===== src/rtl/uart_buffer_pkg.sv =====
// Shared defaults and select codes for the memory-mapped UART buffer data path.
// Imported by the datapath top and the buffer RAM.
package uart_buffer_pkg;

    localparam int unsigned DATA_WIDTH_DEF = 8;
    localparam int unsigned WORDS_DEF      = 5;

    localparam logic [1:0] SEL_KEYCODE = 2'd0;
    localparam logic [1:0] SEL_CTRL1   = 2'd1;
    localparam logic [1:0] SEL_CTRL2   = 2'd2;
    localparam logic [1:0] SEL_BUFFER  = 2'd3;

    localparam logic BUFF_SRC_RX   = 1'b0;
    localparam logic BUFF_SRC_HOST = 1'b1;

endpackage


===== src/rtl/buffer_ram.sv =====
// Buffer RAM: single write port plus a registered read port.
// Only the read register is reset; the array contents stay undefined until written.
module buffer_ram
    import uart_buffer_pkg::*;
#(
    parameter int unsigned DATA_WIDTH = DATA_WIDTH_DEF,
    parameter int unsigned WORDS      = WORDS_DEF
) (
    input  logic                  clock,
    input  logic                  reset,
    input  logic                  we_i,
    input  logic                  re_i,
    input  logic [WORDS-1:0]      addr_i,
    input  logic [DATA_WIDTH-1:0] wdata_i,
    output logic [DATA_WIDTH-1:0] rdata_o
);

    logic [DATA_WIDTH-1:0] mem [2**WORDS];
    logic [DATA_WIDTH-1:0] rdata_q;

    // we_i arrives already qualified with reset, so the array needs no reset term.
    always_ff @(posedge clock) begin
        if (we_i) begin
            mem[addr_i] <= wdata_i;
        end
    end

    // Nonblocking read of the same address returns the pre-write contents.
    always_ff @(posedge clock or posedge reset) begin
        if (reset) begin
            rdata_q <= '0;
        end else if (re_i) begin
            rdata_q <= mem[addr_i];
        end
    end

    assign rdata_o = rdata_q;

endmodule


===== src/rtl/uart_buffer_datapath.sv =====
// UART buffer data path: bus-write demux, RX/host source mux, buffer pointer and
// buffer RAM. All selects and strobes come from the external controller FSM.
module uart_buffer_datapath
    import uart_buffer_pkg::*;
#(
    parameter int unsigned DATA_WIDTH = DATA_WIDTH_DEF,
    parameter int unsigned WORDS      = WORDS_DEF
) (
    input  logic                  clock,
    input  logic                  reset,
    input  logic [1:0]            addr_sel,
    input  logic [DATA_WIDTH-1:0] host_data_i,
    output logic [DATA_WIDTH-1:0] dmx0_o,
    output logic [DATA_WIDTH-1:0] dmx1_o,
    output logic [DATA_WIDTH-1:0] dmx2_o,
    input  logic [DATA_WIDTH-1:0] rx_byte_i,
    input  logic                  buff_select_i,
    input  logic                  wr_n,
    input  logic                  rd_n,
    input  logic                  ptr_clr,
    input  logic                  ptr_inc,
    output logic [WORDS-1:0]      ptr_o,
    output logic [DATA_WIDTH-1:0] data_o
);

    logic [DATA_WIDTH-1:0] ch0, ch1, ch2, ch3;
    logic [DATA_WIDTH-1:0] wdata;
    logic [WORDS-1:0]      ptr_q, ptr_d;
    logic                  we, re;

    always_comb begin
        ch0 = '0;
        ch1 = '0;
        ch2 = '0;
        ch3 = '0;
        case (addr_sel)
            SEL_KEYCODE: ch0 = host_data_i;
            SEL_CTRL1:   ch1 = host_data_i;
            SEL_CTRL2:   ch2 = host_data_i;
            SEL_BUFFER:  ch3 = host_data_i;
            default:     ch0 = '0;
        endcase
    end

    assign dmx0_o = ch0;
    assign dmx1_o = ch1;
    assign dmx2_o = ch2;

    // Host data reaches the RAM only via channel 3; any other address writes zero.
    assign wdata = (buff_select_i == BUFF_SRC_RX) ? rx_byte_i : ch3;

    always_comb begin
        ptr_d = ptr_q;
        if (ptr_clr) begin
            ptr_d = '0;
        end else if (ptr_inc) begin
            ptr_d = ptr_q + WORDS'(1);
        end
    end

    always_ff @(posedge clock or posedge reset) begin
        if (reset) begin
            ptr_q <= '0;
        end else begin
            ptr_q <= ptr_d;
        end
    end

    assign ptr_o = ptr_q;

    // Writes must not land on edges while reset is held, so gate the strobe here.
    assign we = ~wr_n & ~reset;
    assign re = ~rd_n;

    buffer_ram #(
        .DATA_WIDTH (DATA_WIDTH),
        .WORDS      (WORDS)
    ) u_ram (
        .clock   (clock),
        .reset   (reset),
        .we_i    (we),
        .re_i    (re),
        .addr_i  (ptr_q),
        .wdata_i (wdata),
        .rdata_o (data_o)
    );

endmodule


===== config.mk =====
export PLATFORM = sky130hd
export DESIGN_NAME = uart_buffer_datapath
export DESIGN_NICKNAME = d
export VERILOG_FILES = /design/src/rtl/uart_buffer_pkg.sv /design/src/rtl/buffer_ram.sv /design/src/rtl/uart_buffer_datapath.sv
export SDC_FILE = /design/constraint.sdc
export NUM_CORES = 1
export LEC_CHECK = 0
export ABC_AREA = 1
export BUFFER_PORTS_ARGS = -buffer_cell sky130_fd_sc_hd__buf_2
export CORE_MARGIN = 4
export CORE_UTILIZATION = 50
export CTS_BUF_LIST = sky130_fd_sc_hd__clkbuf_16
export DETAILED_ROUTE_END_ITERATION = 10
export PLACE_DENSITY_LB_ADDON = 0.2
export SETUP_SLACK_MARGIN = 0.5
export SLEW_MARGIN = 10
export SYNTH_ARGS = -nofsm -noshare
export SYNTH_HDL_FRONTEND = slang
export SYNTH_SLANG_ARGS = --single-unit
export TNS_END_PERCENT = 50

===== constraint.sdc =====
create_clock -name clock -period 3.4 [get_ports clock]
set_clock_uncertainty 0.05 [all_clocks]
set_input_delay 1.02 -clock clock [delete_from_list [all_inputs] [get_ports clock]]
set_output_delay 1.02 -clock clock [all_outputs]
set_load 0.05 [all_outputs]

==> metrics.log <==
[metrics] startpoint of the most critical register-to-register path: ptr_o[0]$_DFFE_PP0P_
[metrics] cell area after layout: 0.0138 sq mm
[metrics] crit path capture: dmx0_o[1]
[metrics] net switching power: 1770 uW
[metrics] CTS clock-pin slew for the worst setup and hold paths: 0.06 ns
[metrics] TritonCTS Buffers: 29
[metrics] # diodes: 0
[metrics] IO Port Bufs: 61
[metrics] number of cell rows: 56
[metrics] combinational cell fraction of total power: 8.8%
[metrics] worst slew margin relative to its limit: 52.8%
[metrics] starting DRC count in detailed routing: 717
[metrics] core area: 0.0235 sq mm
[metrics] Worst Setup End Kind: primary output
[metrics] Tightest Hold Check Type: register to register
[metrics] switching power share of the total: 23.5%
[metrics] required time reported for the critical path endpoint: 2.33 ns
[metrics] leading post-synthesis cells by instance count: sky130_fd_sc_hd__nand2_1 (414), sky130_fd_sc_hd__edfxtp_1 (256), sky130_fd_sc_hd__inv_1 (208)
[metrics] die footprint: 0.0264 sq mm
[metrics] hold violation total from the final report: 0
[metrics] top fanout value on the critical path: 8
[metrics] # H-tree levels: 1
[metrics] mean post-synth cell area: 9.82 sq um
[metrics] Yosys cell types: 23
[metrics] summed negative setup slack over all endpoints: 0 ns
[metrics] via count of the first global-routing pass: 7901
[metrics] RR Endpoint: u_ram.rdata_o[3]$_DFFE_PP0N_
[metrics] worst-margin pin slew: 0.705 ns
[metrics] Post-Place Cell Area: 0.0128 sq mm
[metrics] Fmax: 352 MHz
[metrics] clock tree from TritonCTS: done
[metrics] Final setup viols: 0
[metrics] floorplan die width: 163 microns
[metrics] weighted congestion reported at the end of routability-driven placement: 0.839
[metrics] cell area power density: 547 mW/mm^2
[metrics] pre-CTS WS: 0.523 ns
[metrics] number of routed nets with antenna violations: 0
[metrics] gate count of the mapped netlist: 1217
[metrics] total length of routed wires: 28000 microns
[metrics] number of enable-type register cells in the synthesized netlist: 256
[metrics] area grow syn2layout: 15.2%
[metrics] Total Nets Final: 1338
[metrics] status: complete, no violations
[metrics] pin count of the biggest net entering global routing: 64
[metrics] kind of critical path: input pin to primary output
[metrics] number of warnings issued by yosys: 0
[metrics] overall via count from detail_route: 8208
[metrics] worst IR drop on VDD: 0.340 mV
[metrics] max_cap viols: 0
[metrics] per-cell via count in the routed design: 4.98
[metrics] sequential area share after synthesis: 67.0%
[metrics] largest area contributor in the synthesized netlist: sky130_fd_sc_hd__edfxtp_1
[metrics] leading cell type by number of instances after synthesis: sky130_fd_sc_hd__nand2_1
[metrics] top post-synthesis cells by area: sky130_fd_sc_hd__edfxtp_1 (64%), sky130_fd_sc_hd__nand2_1 (13%), sky130_fd_sc_hd__inv_1 (6.5%)
[metrics] cell total after placement: 1597
[metrics] cell area after technology mapping: 0.0120 sq mm
[metrics] Starting Density: 50.9%
[metrics] grt ovf: 0
[metrics] RSZ-0062 raised after global routing: true
[metrics] primary flip-flop cell chosen by synthesis mapping: sky130_fd_sc_hd__edfxtp_1
[metrics] flop and latch count out of synthesis: 269
[metrics] fraction of synthesis flops using an asynchronous set or reset pin: 4.83%
[metrics] internal power: 5760 uW
[metrics] maximum buffer depth of the clock tree: 3
[metrics] Leak: 0.00612 uW
[metrics] number of max-slew violations in the final report: 0
[metrics] min Tclk post-route: 2.84 ns
[metrics] synthesized net count: 1246
[metrics] worst setup path startpoint: addr_sel[0]
[metrics] Worst Path Arrival: 1.77 ns
[metrics] DRC errors left: 0
[metrics] clock share of power: 42.0%
[metrics] post-synth top area share: 64.3%
[metrics] number of optimization iterations in the first detailed-route pass: 5
[metrics] IO Count: 62
[metrics] latest clock arrival within the worst-skew pair: 0.53 ns
[metrics] fraction of power consumed by sequential logic: 49.2%
[metrics] number of standard cells in the final layout excluding fillers: 1648
[metrics] global-route wire length before repair: 43600 microns
[metrics] global-route usage over all layers: 21.2%
[metrics] slack of the critical path: 0.557 ns
[metrics] sort of element at the start of the critical path: input pin
[metrics] fraction of the cycle the final worst path needs: 83.6%
[metrics] Final HPWL DP: 17300 microns
[metrics] buffer cell driving the clock tree root: sky130_fd_sc_hd__clkbuf_16
[metrics] Sinks on Clock Net: 269
[metrics] ratio of cells with drive above 1 in the final layout: 12.6%
[metrics] die span in y: 163 microns
[metrics] antenna violations before repair: 0
[metrics] number of cell instances on the worst register-to-register path: 11
[metrics] Worst R2R Setup Slack: 0.79 ns
[metrics] total power: 7530 uW
[metrics] routed length per instance: 17.0 microns
==> per-layer routing <==
layer	vias to the layer above	track usage [%]	share of wire, %
met5	-	0	0
met1	3863	30.3	43
met3	26	2.73	7.0
met2	278	35.5	48
li1	4041	-	-
met4	0	4.04	1.4
==> worst max-delay path, cell delays in order <==
cell and delay (ns):
sky130_fd_sc_hd__buf_2 0.11, sky130_fd_sc_hd__inv_1 0.06, sky130_fd_sc_hd__nand2_1 0.18, sky130_fd_sc_hd__nor2_1 0.15
sky130_fd_sc_hd__clkbuf_4 0.24
==> cells in the final DEF, fill, tap and decap left out, types with 9 or more instances in the layout <==
master and n:
sky130_fd_sc_hd__clkbuf_4 11, sky130_fd_sc_hd__clkbuf_16 29, sky130_fd_sc_hd__nor2_1 109, sky130_fd_sc_hd__buf_4 47
sky130_fd_sc_hd__dfrtp_1 11, sky130_fd_sc_hd__nand2_1 414, sky130_fd_sc_hd__inv_1 209, sky130_fd_sc_hd__clkinv_1 9
sky130_fd_sc_hd__o21ai_0 16, sky130_fd_sc_hd__edfxtp_1 256, sky130_fd_sc_hd__a21oi_1 12, sky130_fd_sc_hd__o21ai_1 9
sky130_fd_sc_hd__nand3_1 110, sky130_fd_sc_hd__buf_2 50
==> flip-flops by register name, summed over array words and instances (netlist names) <==
signal and count:
u_ram.rdata_o 8, u_ram.mem 256, ptr_o 5
==> area by class of cell <==
class / count / area [sq um]
timing repair buffer: 108 / 686
tap: 319 / 399
sequential: 269 / 8020
clock buffer: 29 / 726
multi-input combinational: 691 / 2910
inverter: 210 / 791
clock inverter: 22 / 243
fill: 2027 / 9700
==> power groups by stage <==
stage | clock network [uW] | registers (uW) | logic, uW
floorplan | 0 | 3810 | 409
global placement | 0 | 3770 | 655
detailed placement | 0 | 3770 | 663
CTS | 3210 | 3700 | 666
global route | 3370 | 3710 | 730
finish | 3170 | 3710 | 660
==> logic make-up (layout without fill, tap and decap cells) <==
family                     count (synthesis)  count (layout)  share of synthesized area [%]
buffers and inverters                    257             369                           9.05
DFF                                      269             269                           67.0
AOI/OAI and AO/OA                         47              47                           2.09
adders and majority gates                  4               4                          0.419
and+or+nand+nor                          640             640                           21.4
==> worst min path at each step <==
stage | cells after the start | to | slack, ns | start
after CTS | 4 | u_ram.rdata_o[3]$_DFFE_PP0N_ | 0.48 | u_ram.rdata_o[3]$_DFFE_PP0N_
after global routing | 4 | u_ram.rdata_o[7]$_DFFE_PP0N_ | 0.54 | u_ram.rdata_o[7]$_DFFE_PP0N_
final | 4 | u_ram.rdata_o[3]$_DFFE_PP0N_ | 0.48 | u_ram.rdata_o[3]$_DFFE_PP0N_
after floorplan | 6 | u_ram.rdata_o[4]$_DFFE_PP0N_ | 0.57 | u_ram.mem[7][4]$_DFFE_PP_
after detailed placement | 4 | u_ram.rdata_o[3]$_DFFE_PP0N_ | 0.47 | u_ram.rdata_o[3]$_DFFE_PP0N_
after global placement | 4 | u_ram.rdata_o[4]$_DFFE_PP0N_ | 0.46 | u_ram.rdata_o[4]$_DFFE_PP0N_
==> through the flow <==
step,hold slack (ns),util [%]
2_1_floorplan,0.570,-
3_3_place_gp,0.464,54.4
3_5_place_dp,0.466,54.4
4_1_cts,0.482,58.6
5_1_grt,0.537,58.7
6_report,0.479,58.7
==> what timing repair did <==
| item | in CTS | in global routing |
|---|---|---|
| buffers inserted | 0 | 0 |
| hold endpoints to repair | 0 | 0 |
| hold buffers | 0 | 0 |
| setup endpoints to repair | 0 | 23 |
| gates resized for setup | 0 | 11 |
No activity file was read; power rests on OpenSTA's default activity.
